$ cat src/rtl/exe_mem_pipe_reg_if.sv
// exe_mem_pipe_reg_if: EXE->MEM pipeline bundle.
// Carries the incoming EXE-stage fields, the stage controls (freeze/flush),
// the store-value forwarding sources/selector, and the registered MEM-stage
// outputs plus the stall counter.
// master: EXE-side driver (drives *_in, controls and forwarding data).
// slave : the pipeline register (consumes inputs, drives registered outputs).
interface exe_mem_pipe_reg_if #(
  parameter int unsigned DATA_W  = 32,
  parameter int unsigned DEST_W  = 5,
  parameter int unsigned NUM_FWD = 2,
  parameter int unsigned CNT_W   = 16
);
  localparam int unsigned SEL_W = $clog2(NUM_FWD + 1);

  // stage controls and incoming instruction
  logic                      freeze;
  logic                      flush;
  logic                      valid_in;
  logic                      wb_en_in;
  logic                      mem_r_en_in;
  logic                      mem_w_en_in;
  logic [DATA_W-1:0]         pc_in;
  logic [DATA_W-1:0]         alu_result_in;
  logic [DATA_W-1:0]         st_val_in;
  logic [DEST_W-1:0]         dest_in;
  logic [SEL_W-1:0]          st_val_sel;
  logic [NUM_FWD*DATA_W-1:0] fwd_data;

  // registered MEM-stage view
  logic                      valid;
  logic                      wb_en;
  logic                      mem_r_en;
  logic                      mem_w_en;
  logic [DATA_W-1:0]         pc;
  logic [DATA_W-1:0]         alu_result;
  logic [DATA_W-1:0]         st_val;
  logic [DEST_W-1:0]         dest;
  logic [CNT_W-1:0]          stall_cnt;

  modport master (
    output freeze, flush, valid_in, wb_en_in, mem_r_en_in, mem_w_en_in,
           pc_in, alu_result_in, st_val_in, dest_in, st_val_sel, fwd_data,
    input  valid, wb_en, mem_r_en, mem_w_en, pc, alu_result, st_val, dest,
           stall_cnt
  );

  modport slave (
    input  freeze, flush, valid_in, wb_en_in, mem_r_en_in, mem_w_en_in,
           pc_in, alu_result_in, st_val_in, dest_in, st_val_sel, fwd_data,
    output valid, wb_en, mem_r_en, mem_w_en, pc, alu_result, st_val, dest,
           stall_cnt
  );
endinterface

$ cat src/rtl/exe_mem_pipe_reg.sv
// exe_mem_pipe_reg: EXE->MEM pipeline register with store-value forwarding
// mux, valid bit, flush (bubble) and freeze (stall) handling.
// While frozen, the forwarded store value is captured once into a shadow
// register, since later-stage forwarding sources keep moving during the stall.
// Also keeps a saturating count of frozen cycles.
// Ports:
//   clk  - rising-edge clock
//   rst  - asynchronous, active-high reset
//   bus  - exe_mem_pipe_reg_if.slave (inputs, controls, registered outputs)
module exe_mem_pipe_reg #(
  parameter int unsigned DATA_W  = 32,
  parameter int unsigned DEST_W  = 5,
  parameter int unsigned NUM_FWD = 2,
  parameter int unsigned CNT_W   = 16
) (
  input  logic                     clk,
  input  logic                     rst,
  exe_mem_pipe_reg_if.slave        bus
);
  localparam int unsigned SEL_W = $clog2(NUM_FWD + 1);

  logic              valid_q,    valid_d;
  logic              wb_en_q,    wb_en_d;
  logic              mem_r_en_q, mem_r_en_d;
  logic              mem_w_en_q, mem_w_en_d;
  logic [DATA_W-1:0] pc_q,       pc_d;
  logic [DATA_W-1:0] alu_q,      alu_d;
  logic [DATA_W-1:0] st_val_q,   st_val_d;
  logic [DEST_W-1:0] dest_q,     dest_d;
  logic [DATA_W-1:0] shadow_q,   shadow_d;
  logic              shadow_vld_q, shadow_vld_d;
  logic [CNT_W-1:0]  stall_cnt_q, stall_cnt_d;
  logic [DATA_W-1:0] chosen_c;

  // Store-value mux; out-of-range selectors fall back to the register-file value.
  always_comb begin
    chosen_c = bus.st_val_in;
    for (int unsigned k = 1; k <= NUM_FWD; k++) begin
      if (bus.st_val_sel == SEL_W'(k)) begin
        chosen_c = bus.fwd_data[(k-1)*DATA_W +: DATA_W];
      end
    end
  end

  // Next-state: flush > freeze > load.
  always_comb begin
    valid_d      = valid_q;
    wb_en_d      = wb_en_q;
    mem_r_en_d   = mem_r_en_q;
    mem_w_en_d   = mem_w_en_q;
    pc_d         = pc_q;
    alu_d        = alu_q;
    st_val_d     = st_val_q;
    dest_d       = dest_q;
    shadow_d     = shadow_q;
    shadow_vld_d = shadow_vld_q;
    stall_cnt_d  = stall_cnt_q;

    if (bus.flush) begin
      valid_d      = 1'b0;
      wb_en_d      = 1'b0;
      mem_r_en_d   = 1'b0;
      mem_w_en_d   = 1'b0;
      pc_d         = '0;
      alu_d        = '0;
      st_val_d     = '0;
      dest_d       = '0;
      shadow_vld_d = 1'b0;
    end else if (bus.freeze) begin
      // Capture only on the first frozen edge; later source changes are ignored.
      if (!shadow_vld_q) begin
        shadow_d     = chosen_c;
        shadow_vld_d = 1'b1;
      end
      if (stall_cnt_q != '1) begin
        stall_cnt_d = stall_cnt_q + CNT_W'(1);
      end
    end else begin
      valid_d      = bus.valid_in;
      wb_en_d      = bus.wb_en_in;
      mem_r_en_d   = bus.mem_r_en_in;
      mem_w_en_d   = bus.mem_w_en_in;
      pc_d         = bus.pc_in;
      alu_d        = bus.alu_result_in;
      st_val_d     = shadow_vld_q ? shadow_q : chosen_c;
      dest_d       = bus.dest_in;
      shadow_vld_d = 1'b0;
    end
  end

  // State register.
  always_ff @(posedge clk or posedge rst) begin
    if (rst) begin
      valid_q      <= 1'b0;
      wb_en_q      <= 1'b0;
      mem_r_en_q   <= 1'b0;
      mem_w_en_q   <= 1'b0;
      pc_q         <= '0;
      alu_q        <= '0;
      st_val_q     <= '0;
      dest_q       <= '0;
      shadow_q     <= '0;
      shadow_vld_q <= 1'b0;
      stall_cnt_q  <= '0;
    end else begin
      valid_q      <= valid_d;
      wb_en_q      <= wb_en_d;
      mem_r_en_q   <= mem_r_en_d;
      mem_w_en_q   <= mem_w_en_d;
      pc_q         <= pc_d;
      alu_q        <= alu_d;
      st_val_q     <= st_val_d;
      dest_q       <= dest_d;
      shadow_q     <= shadow_d;
      shadow_vld_q <= shadow_vld_d;
      stall_cnt_q  <= stall_cnt_d;
    end
  end

  assign bus.valid      = valid_q;
  assign bus.wb_en      = wb_en_q;
  assign bus.mem_r_en   = mem_r_en_q;
  assign bus.mem_w_en   = mem_w_en_q;
  assign bus.pc         = pc_q;
  assign bus.alu_result = alu_q;
  assign bus.st_val     = st_val_q;
  assign bus.dest       = dest_q;
  assign bus.stall_cnt  = stall_cnt_q;
endmodule

$ cat src/flat_wrapper.sv
// flat-port wrapper written by rule: the top's interface ports become plain ports
module exe_mem_pipe_reg_flat 
#(
  parameter int unsigned DATA_W  = 32,
  parameter int unsigned DEST_W  = 5,
  parameter int unsigned NUM_FWD = 2,
  parameter int unsigned CNT_W   = 16
)
  (clk, rst, bus_freeze, bus_flush, bus_valid_in, bus_wb_en_in, bus_mem_r_en_in, bus_mem_w_en_in, bus_pc_in, bus_alu_result_in, bus_st_val_in, bus_dest_in, bus_st_val_sel, bus_fwd_data, bus_valid, bus_wb_en, bus_mem_r_en, bus_mem_w_en, bus_pc, bus_alu_result, bus_st_val, bus_dest, bus_stall_cnt);
  exe_mem_pipe_reg_if #(.DATA_W(DATA_W), .DEST_W(DEST_W), .NUM_FWD(NUM_FWD), .CNT_W(CNT_W)) bus_i ();
  input  logic clk;
  input  logic rst;
  input wire logic [$bits(bus_i.freeze)-1:0] bus_freeze;
  input wire logic [$bits(bus_i.flush)-1:0] bus_flush;
  input wire logic [$bits(bus_i.valid_in)-1:0] bus_valid_in;
  input wire logic [$bits(bus_i.wb_en_in)-1:0] bus_wb_en_in;
  input wire logic [$bits(bus_i.mem_r_en_in)-1:0] bus_mem_r_en_in;
  input wire logic [$bits(bus_i.mem_w_en_in)-1:0] bus_mem_w_en_in;
  input wire logic [$bits(bus_i.pc_in)-1:0] bus_pc_in;
  input wire logic [$bits(bus_i.alu_result_in)-1:0] bus_alu_result_in;
  input wire logic [$bits(bus_i.st_val_in)-1:0] bus_st_val_in;
  input wire logic [$bits(bus_i.dest_in)-1:0] bus_dest_in;
  input wire logic [$bits(bus_i.st_val_sel)-1:0] bus_st_val_sel;
  input wire logic [$bits(bus_i.fwd_data)-1:0] bus_fwd_data;
  output wire logic [$bits(bus_i.valid)-1:0] bus_valid;
  output wire logic [$bits(bus_i.wb_en)-1:0] bus_wb_en;
  output wire logic [$bits(bus_i.mem_r_en)-1:0] bus_mem_r_en;
  output wire logic [$bits(bus_i.mem_w_en)-1:0] bus_mem_w_en;
  output wire logic [$bits(bus_i.pc)-1:0] bus_pc;
  output wire logic [$bits(bus_i.alu_result)-1:0] bus_alu_result;
  output wire logic [$bits(bus_i.st_val)-1:0] bus_st_val;
  output wire logic [$bits(bus_i.dest)-1:0] bus_dest;
  output wire logic [$bits(bus_i.stall_cnt)-1:0] bus_stall_cnt;
  assign bus_i.freeze = bus_freeze;
  assign bus_i.flush = bus_flush;
  assign bus_i.valid_in = bus_valid_in;
  assign bus_i.wb_en_in = bus_wb_en_in;
  assign bus_i.mem_r_en_in = bus_mem_r_en_in;
  assign bus_i.mem_w_en_in = bus_mem_w_en_in;
  assign bus_i.pc_in = bus_pc_in;
  assign bus_i.alu_result_in = bus_alu_result_in;
  assign bus_i.st_val_in = bus_st_val_in;
  assign bus_i.dest_in = bus_dest_in;
  assign bus_i.st_val_sel = bus_st_val_sel;
  assign bus_i.fwd_data = bus_fwd_data;
  assign bus_valid = bus_i.valid;
  assign bus_wb_en = bus_i.wb_en;
  assign bus_mem_r_en = bus_i.mem_r_en;
  assign bus_mem_w_en = bus_i.mem_w_en;
  assign bus_pc = bus_i.pc;
  assign bus_alu_result = bus_i.alu_result;
  assign bus_st_val = bus_i.st_val;
  assign bus_dest = bus_i.dest;
  assign bus_stall_cnt = bus_i.stall_cnt;
  exe_mem_pipe_reg #(.DATA_W(DATA_W), .DEST_W(DEST_W), .NUM_FWD(NUM_FWD), .CNT_W(CNT_W)) u_core (.clk(clk), .rst(rst), .bus(bus_i));
endmodule
$ cat config.mk
export PLATFORM = sky130hd
export DESIGN_NAME = exe_mem_pipe_reg_flat
export DESIGN_NICKNAME = d
export VERILOG_FILES = /design/src/rtl/exe_mem_pipe_reg_if.sv /design/src/rtl/exe_mem_pipe_reg.sv /design/src/flat_wrapper.sv
export SDC_FILE = /design/constraint.sdc
export NUM_CORES = 1
export LEC_CHECK = 0
export ABC_CLOCK_PERIOD_IN_PS = 5500
export CORE_MARGIN = 5
export CORE_UTILIZATION = 40
export CTS_CLUSTER_DIAMETER = 60
export DETAILED_ROUTE_END_ITERATION = 12
export PLACE_DENSITY = 0.77
export RECOVER_POWER = 50
export SYNTH_ARGS = -nofsm -noshare
export SYNTH_HDL_FRONTEND = slang
export SYNTH_SLANG_ARGS = --single-unit
$ cat constraint.sdc
create_clock -name clk -period 5.5 [get_ports clk]
set_clock_uncertainty 0.1 [all_clocks]
set_input_delay 1.1 -clock clk [delete_from_list [all_inputs] [get_ports clk]]
set_output_delay 1.1 -clock clk [all_outputs]
set_load 0.03 [all_outputs]
# After elaboration in Yosys (flattened, before gate mapping)
# Cells that the tools add are included.
# classes
n_addsub	1
eq_ne	4
muxes	21
bitwise	1
reduce_logical	2
# op_table
op	n
32-bit 2-to-1 mux	9
16-bit by 1-bit adder with 16-bit output, second input constant	1
16-bit inequality test, second input constant	1
1-bit 2-to-1 mux	10
5-bit 2-to-1 mux	2
3-bit AND reduction	1
2-bit by 1-bit == test with 1-bit output, second input constant	1
2-bit == test, second input constant	1
2-bit by 1-bit inequality test with 1-bit output, second input constant	1
2-bit AND reduction	1
1-bit inverter	1
# word_totals
register_bits	154
in_bits	175
elab_cells	40

# Logic depth before layout (Yosys ltp)
# Gate-level depths: netlist (run 1).
# depth
word_depth	6
ltp_mapped	7
mapped_depth_nobuf	5

# Worst setup path after synthesis (run 1)
# Ideal clock, no wire load.
# synth_timing
path_type	input-to-reg
from	in bus_flush
to	reg u_core.stall_cnt_q[10], in the netlist u_core.bus.stall_cnt[10]
t_arrival_ns	2.218
setup_slack_ns	3.116
path_stages	5
path_buffers	1
path_cell_list	buf_6 > nand2b_4 > or3_4 > or4_1 > nand2_1
# synth_between
elab_chain_len	2
# synth_lines
element	line	source
start, declared	flat_wrapper.sv:14	input wire logic [$bits(bus_i.flush)-1:0] bus_flush;
1-bit inverter (no source line)	-	
3-bit AND reduction (no source line)	-	
end signal, assigned	exe_mem_pipe_reg.sv:116	stall_cnt_q <= stall_cnt_d;
end, declared	exe_mem_pipe_reg.sv:32	logic [CNT_W-1:0] stall_cnt_q, stall_cnt_d;
# No other way between the ends.
# A chain may end at the register's enable or synchronous reset.

# Worst setup path in the final report (run 1)
# layout_timing
from	in bus_flush
to	reg u_core.st_val_q[12], in the netlist u_core.bus.st_val[12]
# layout_between
elab_chain_len	1
# layout_lines
element	line	source
2-bit by 1-bit inequality test with 1-bit output (no source line) or 32-bit 2-to-1 mux (tied branches)	-	
end signal, assigned	exe_mem_pipe_reg.sv:112	st_val_q <= st_val_d;
end, declared	exe_mem_pipe_reg.sv:28	logic [DATA_W-1:0] st_val_q, st_val_d;
# Parallel ways exist; a longest one is shown, timed or not.

==> flow_summary.json, run 1 <==
{
  "status": "complete, but fails checks",
  "violations": "max-capacitance violations, max-slew violations",
  "die_w_um": 147.7,
  "rsz0062_at_grt": "false",
  "finalSetupViolations": 0,
  "cts-resized-gates": 0,
  "num_rows": 50,
  "drcViolationCount": 0,
  "synth_area_per_cell_um2": 10.76,
  "path_cells": "clkbuf_2 > clkbuf_1 > a221oi_1",
  "switching_power_mw": 1.006,
  "top_usage_layer": "met2",
  "synthDistinctLibCells": 45,
  "met2_usage_pct": 31.45,
  "cts.sinks": 154,
  "ys_seq_elements": 154,
  "yosysMostFrequentCell": "dfrtp_1",
  "p_int_mw": 2.399,
  "worst-path-buf-inv": 2,
  "drtIter0Drc": 352,
  "maxCapViolations": 2,
  "core_um2": 18710,
  "yosysSeqAreaShare_pct": 50.81,
  "cts_made_buffers": 17,
  "cp_top_family": "buffers and inverters",
  "wl_per_cell_um": 17.71,
  "grt_max_degree": 97,
  "max_slew.worst_pin.slew_ns": 2.998,
  "grt_pass1_wl_um": 34850,
  "synth.area.top_cells": "dfrtp_1 51%, mux2i_1 14%, a221oi_2 4.0%",
  "combPwrFrac_pct": 23.1,
  "p_seq_share_pct": 39.3,
  "ant_nets": 0,
  "grt_pass1_vias": 6560,
  "dr.pass1.iters": 6,
  "start_util_pct": 40.55,
  "synth_common_cells": "154 x dfrtp_1, 105 x mux2i_1, 74 x nor2_1",
  "swShare_pct": 29.55,
  "drv_slew": 121,
  "synth_edf_count": 0,
  "ys.flop_type": "dfrtp_1",
  "use_met3_pct": 8.124,
  "cts_hold_buffers": 0,
  "drive_gt1_share_pct": 6.511,
  "endpoint_kind": "flip-flop",
  "crit_required_ns": 5.53,
  "crit_type": "input pin to flip-flop",
  "netlist_instances": 705,
  "vias": 6365,
  "tritoncts": "done",
  "hold_viol_final": 0,
  "fin_crit_ns": 4.128,
  "antenna_found_initial": 0,
  "path_max_fanout": 59,
  "power_frac_clock_pct": 37.6,
  "slew_headroom_pct": -101.0,
  "cp_slowest_cell": "clkbuf_1",
  "post-dp-hpwl_um": 15040,
  "period_share_pct": 75.06,
  "fmax_mhz": 242.2,
  "cp-start-kind": "input pin",
  "synthArstFlopShare_pct": 100.0,
  "die_y_um": 147.7,
  "gp_congestion": 0.7841,
  "critPathMaxStageDelay_ns": 2.00,
  "htreeDepth": 4,
  "overflow": 0,
  "cts_buffer_depth": 2,
  "cp.arrival_ns": 4.16,
  "ctsRootBufferMaster": "clkbuf_16",
  "synth_warnings": 0,
  "syn-cell-area_um2": 7585,
  "fillerInstances": 1558,
  "power_leakage_nw": 5.047,
  "die_area_um2": 21820,
  "area_growth_pct": 47.56,
  "syn_nets": 881,
  "yosys.area.top_type": "dfrtp_1",
  "hp-class": "flip-flop to flip-flop",
  "yosys.area.top_type_share_pct": 50.81,
  "vias_per_cell": 5.230,
  "ios": 296,
  "peakVddDrop_mv": 0.1994,
  "antenna_cells": 0,
  "clkLatencyLatePin_ns": 0.42,
  "setup_tns_ns": 0,
  "met1_usage_pct": 24.89,
  "drt-total-wl_um": 21550,
  "grt_usage_pct": 19.83,
  "power_mw": 3.405,
  "io_buffers": 295,
  "post_cts_buffers": 0,
  "p_per_area_nw_per_um2": 304.3,
  "finalNetCount": 1146,
  "path_clk_slew_ns": 0.06
}
power groups by stage:
stage	registers (mW)	logic [mW]	clock network, mW
5_1_grt	1.35	0.856	1.37
4_1_cts	1.34	0.807	1.31
3_3_place_gp	1.36	0.794	0
3_5_place_dp	1.36	0.804	0
2_1_floorplan	1.49	0.296	0
6_report	1.34	0.787	1.28
metal layers:
layer | part of all wire (%) | vias up
li1 | - | 3047
met1 | 42 | 3062
met2 | 46 | 233
met3 | 9.8 | 23
met4 | 1.9 | 0
met5 | 0 | -
flip-flops by register name (all words and copies together) (netlist names):
signal / flops
u_core.bus.alu_result: 32
u_core.bus.pc: 32
u_core.bus.st_val: 32
u_core.shadow_q: 32
u_core.bus.stall_cnt: 16
u_core.bus.dest: 5
u_core.bus.mem_r_en: 1
u_core.bus.mem_w_en: 1
u_core.bus.valid: 1
u_core.bus.wb_en: 1
u_core.shadow_vld_q: 1
final timing paths:
check / from / end / slack (ns) / cells past startpoint
min in group asynchronous: rst / u_core.bus.mem_w_en$_DFFE_PP0N_ / 1.90 / 2
worst max-delay path: bus_flush / u_core.bus.st_val[12]$_DFFE_PP0N_ / 1.37 / 3
worst min-delay path: u_core.shadow_q[14]$_DFFE_PP0P_ / u_core.shadow_q[14]$_DFFE_PP0P_ / 0.38 / 2
worst min register to register: u_core.shadow_q[14]$_DFFE_PP0P_ / u_core.shadow_q[14]$_DFFE_PP0P_ / 0.38 / 2
worst max register to register: u_core.bus.stall_cnt[0]$_DFFE_PP0P_ / u_core.bus.stall_cnt[1]$_DFFE_PP0P_ / 3.37 / 5
max in group asynchronous: rst / u_core.shadow_q[15]$_DFFE_PP0P_ / 1.80 / 3
cell usage in the layout, fill, tap and decap left out, types with 2 or more instances in the layout:
cell             netlist  final
nand2_1               37     37
a21oi_1               38     39
xor2_1                 7      7
xnor2_1                3      3
nor4_1                 3      3
dfrtp_1              154    153
clkdlybuf4s50_1        0    280
bufinv_16              0      4
a221oi_2              20     12
a211oi_1              34     34
dlygate4sd3_1          0     11
inv_1                 34     33
inv_6                  0      5
a211o_1               31     31
clkinv_4               0      2
nand4_1                2      2
nor3_1                 2      2
o21ai_0               31     31
mux2i_1              105    105
and3_1                 4      4
buf_4                  4      8
a41oi_1                2      2
a221oi_1              11     19
nor2_1                74     74
nor2b_1               32     32
clkbuf_16              0     17
nand3_1                5      5
clkinvlp_4             0      2
worst min-delay path, stage by stage, from the launching register on:
cell,delay [ns]
dfrtp_1,0.34
nand2_1,0.04
o21ai_0,0.06
area by class of cell:
cell class / instances / area (um2) / area share (%)
clock buffers: 18 / 439.2 / 3.924
multi-input cells: 459 / 3267 / 29.19
well taps: 234 / 292.8 / 2.616
inverters: 35 / 132.6 / 1.185
clock inverters: 14 / 207.7 / 1.856
flip-flops and latches: 154 / 3855 / 34.44
repair buffers: 303 / 2998 / 26.79
stage by stage:
step	hold WS, ns	setup WS, ns	std cells	util, %	area [um2]
after floorplan	0.3501	0.1502	705	-	7585
after global placement	0.3607	1.618	1185	56.75	10620
after detailed placement	0.3704	1.524	1185	56.75	10620
after CTS	0.3850	1.976	1217	60.21	11260
after global routing	0.3940	1.071	1217	59.83	11190
final	0.3826	1.372	1217	59.83	11190
cell families after synthesis:
| group | Yosys count | share of synthesized area, % |
|---|---|---|
| flip-flops | 154 | 50.81 |
| XOR/XNOR | 10 | 1.155 |
| multiplexers | 106 | 14.05 |
| adder cells (fa/ha/maj) | 1 | 0.1649 |
| buffers and inverters | 92 | 5.328 |
| AND/OR/NAND/NOR | 170 | 11.00 |
| AO/OA/AOI/OAI | 172 | 17.49 |
Note: power is estimated with default switching activity, not from simulation.
==> run 2: changes to the inputs <==
--- a/config.mk
+++ b/config.mk
@@ -5,7 +5,7 @@
 export SDC_FILE = /design/constraint.sdc
 export NUM_CORES = 1
 export LEC_CHECK = 0
-export ABC_CLOCK_PERIOD_IN_PS = 5500
+export ABC_CLOCK_PERIOD_IN_PS = 3600
 export CORE_MARGIN = 5
 export CORE_UTILIZATION = 40
 export CTS_CLUSTER_DIAMETER = 60
==> constraint.sdc (replaced) <==
create_clock -name clk -period 3.6 [get_ports clk]
set_clock_uncertainty 0.1 [all_clocks]
set_input_delay 0.72 -clock clk [delete_from_list [all_inputs] [get_ports clk]]
set_output_delay 0.72 -clock clk [all_outputs]
set_load 0.03 [all_outputs]
==> run 2 against run 1 <==
  * The flow still finishes with violations (max-capacitance violations, max-slew violations)
  * Register-to-register slack worse by 2.0 ns
  * Sequential share of layout area down 0.17 points
  * Critical path depth up 1
  * Via count about the same
  * Combinational power up 54%
==> flow_summary.json, run 2 (same netlist as run 1, synthesis figures left out) <==
{
  "final_common_cell": "clkdlybuf4s50_1",
  "period_share_pct": 77.65,
  "crit_required_ns": 3.78,
  "grt_pass1_wl_um": 34220,
  "drcViolationCount": 0,
  "die_y_um": 147.7,
  "vias_per_cell": 5.221,
  "cts_buffer_depth": 2,
  "area_growth_pct": 48.30,
  "grt_pass1_vias": 6468,
  "slew_headroom_pct": -9.929,
  "critPathMaxStageDelay_ns": 1.30,
  "htreeDepth": 4,
  "r2r-start": "u_core.bus.stall_cnt[0]$_DFFE_PP0P_",
  "drt-total-wl_um": 21410,
  "num_rows": 50,
  "cp-start-kind": "input pin",
  "fin_ws_ns": 0.8045,
  "maxCapViolations": 1,
  "path_clk_slew_ns": 0.06,
  "fmax_mhz": 357.7,
  "die_area_um2": 21820,
  "max_slew.worst_pin.slew_ns": 1.649,
  "ios": 296,
  "io_buffers": 295,
  "die_w_um": 147.7,
  "grt_usage_pct": 19.41,
  "grt_max_degree": 100,
  "tritoncts": "done",
  "drv_slew": 100,
  "ctsRootBufferMaster": "clkbuf_16",
  "finalSetupViolations": 0,
  "path_max_fanout": 99,
  "cts_hold_buffers": 0,
  "ant_nets": 0,
  "cts_made_buffers": 17,
  "fillerInstances": 1571,
  "dr.pass1.iters": 4,
  "drive_gt1_share_pct": 7.114,
  "hold_viol_final": 0,
  "crit_path_start": "bus_freeze",
  "cp_slowest_cell": "clkbuf_4",
  "vias": 6359,
  "status": "complete, but fails checks",
  "cp.arrival_ns": 2.98,
  "antenna_found_initial": 0,
  "fin_crit_ns": 2.796,
  "power_leakage_nw": 5.042,
  "path_cells": "buf_6 > clkbuf_4 > a21oi_1 > a221oi_1",
  "mostFrequentLayoutCells": "286 x clkdlybuf4s50_1, 153 x dfrtp_1, 105 x mux2i_1",
  "worst-path-buf-inv": 2,
  "cp_top_family": "buffers and inverters",
  "power_mw": 5.098,
  "finalNetCount": 1147,
  "post_cts_buffers": 0,
  "rsz0062_at_grt": "false",
  "gp_congestion": 0.7772,
  "min-delay-start": "u_core.shadow_q[28]$_DFFE_PP0P_",
  "violations": "max-capacitance violations, max-slew violations",
  "clkLatencyLatePin_ns": 0.42,
  "overflow": 0,
  "wl_per_cell_um": 17.58,
  "cts.sinks": 154,
  "drtIter0Drc": 290,
  "peakVddDrop_mv": 0.3058,
  "cts-resized-gates": 0,
  "start_util_pct": 40.55,
  "p_per_area_nw_per_um2": 453.2,
  "endpoint_kind": "flip-flop",
  "hp-class": "flip-flop to flip-flop",
  "post-dp-hpwl_um": 14890,
  "core_um2": 18710,
  "antenna_cells": 0,
  "setup_tns_ns": 0,
  "dp_slack_ns": 1.050,
  "crit_type": "input pin to flip-flop"
}
## run 2: routing by layer
layer,vias up,share of wire [%],global-route usage [%]
met3,20,10,8.492
li1,3044,-,-
met2,230,47,30.97
met5,-,0,0
met4,0,1.4,5.545
met1,3065,42,24.06
## run 2: worst paths after layout
check	slack, ns	endpoint	cells after the start
max in group asynchronous	2.18	u_core.shadow_q[29]$_DFFE_PP0P_	3
max	0.80	u_core.bus.st_val[27]$_DFFE_PP0N_	4
min reg2reg	0.38	u_core.shadow_q[28]$_DFFE_PP0P_	2
max reg2reg	1.38	u_core.bus.stall_cnt[1]$_DFFE_PP0P_	5
min	0.38	u_core.shadow_q[28]$_DFFE_PP0P_	2
min in group asynchronous	0.87	u_core.bus.alu_result[4]$_DFFE_PP0N_	3
## run 2: area by class of cell
type                            count  area, um2  share of cell area, %
Sequential cell                   154       3855                  34.27
Inverter                           35      132.6                  1.179
Clock inverter                     11      143.9                  1.279
Clock buffer                       21      460.4                  4.093
Multi-Input combinational cell    459       3302                  29.35
Tap cell                          234      292.8                  2.603
Timing Repair Buffer              304       3062                  27.22
## run 2: stage by stage
stage	cells	hold WS, ns	area (um2)	utilization, %
floorplan	705	0.3501	7589	-
global placement	1186	0.3615	10680	57.12
detailed placement	1186	0.3699	10680	57.12
CTS	1218	0.3838	11290	60.35
global route	1218	0.4005	11250	60.13
finish	1218	0.3802	11250	60.13
## run 2: where the power goes
part | switching (mW) | internal (mW)
Sequential | 0.146 | 1.91
Clock | 0.707 | 1.13
Combinational | 0.638 | 0.571
## run 2: tightest hold or removal path: stages (launching register included)
cell and delay [ns]:
dfrtp_1 0.34, nand2_1 0.05, o21ai_0 0.06
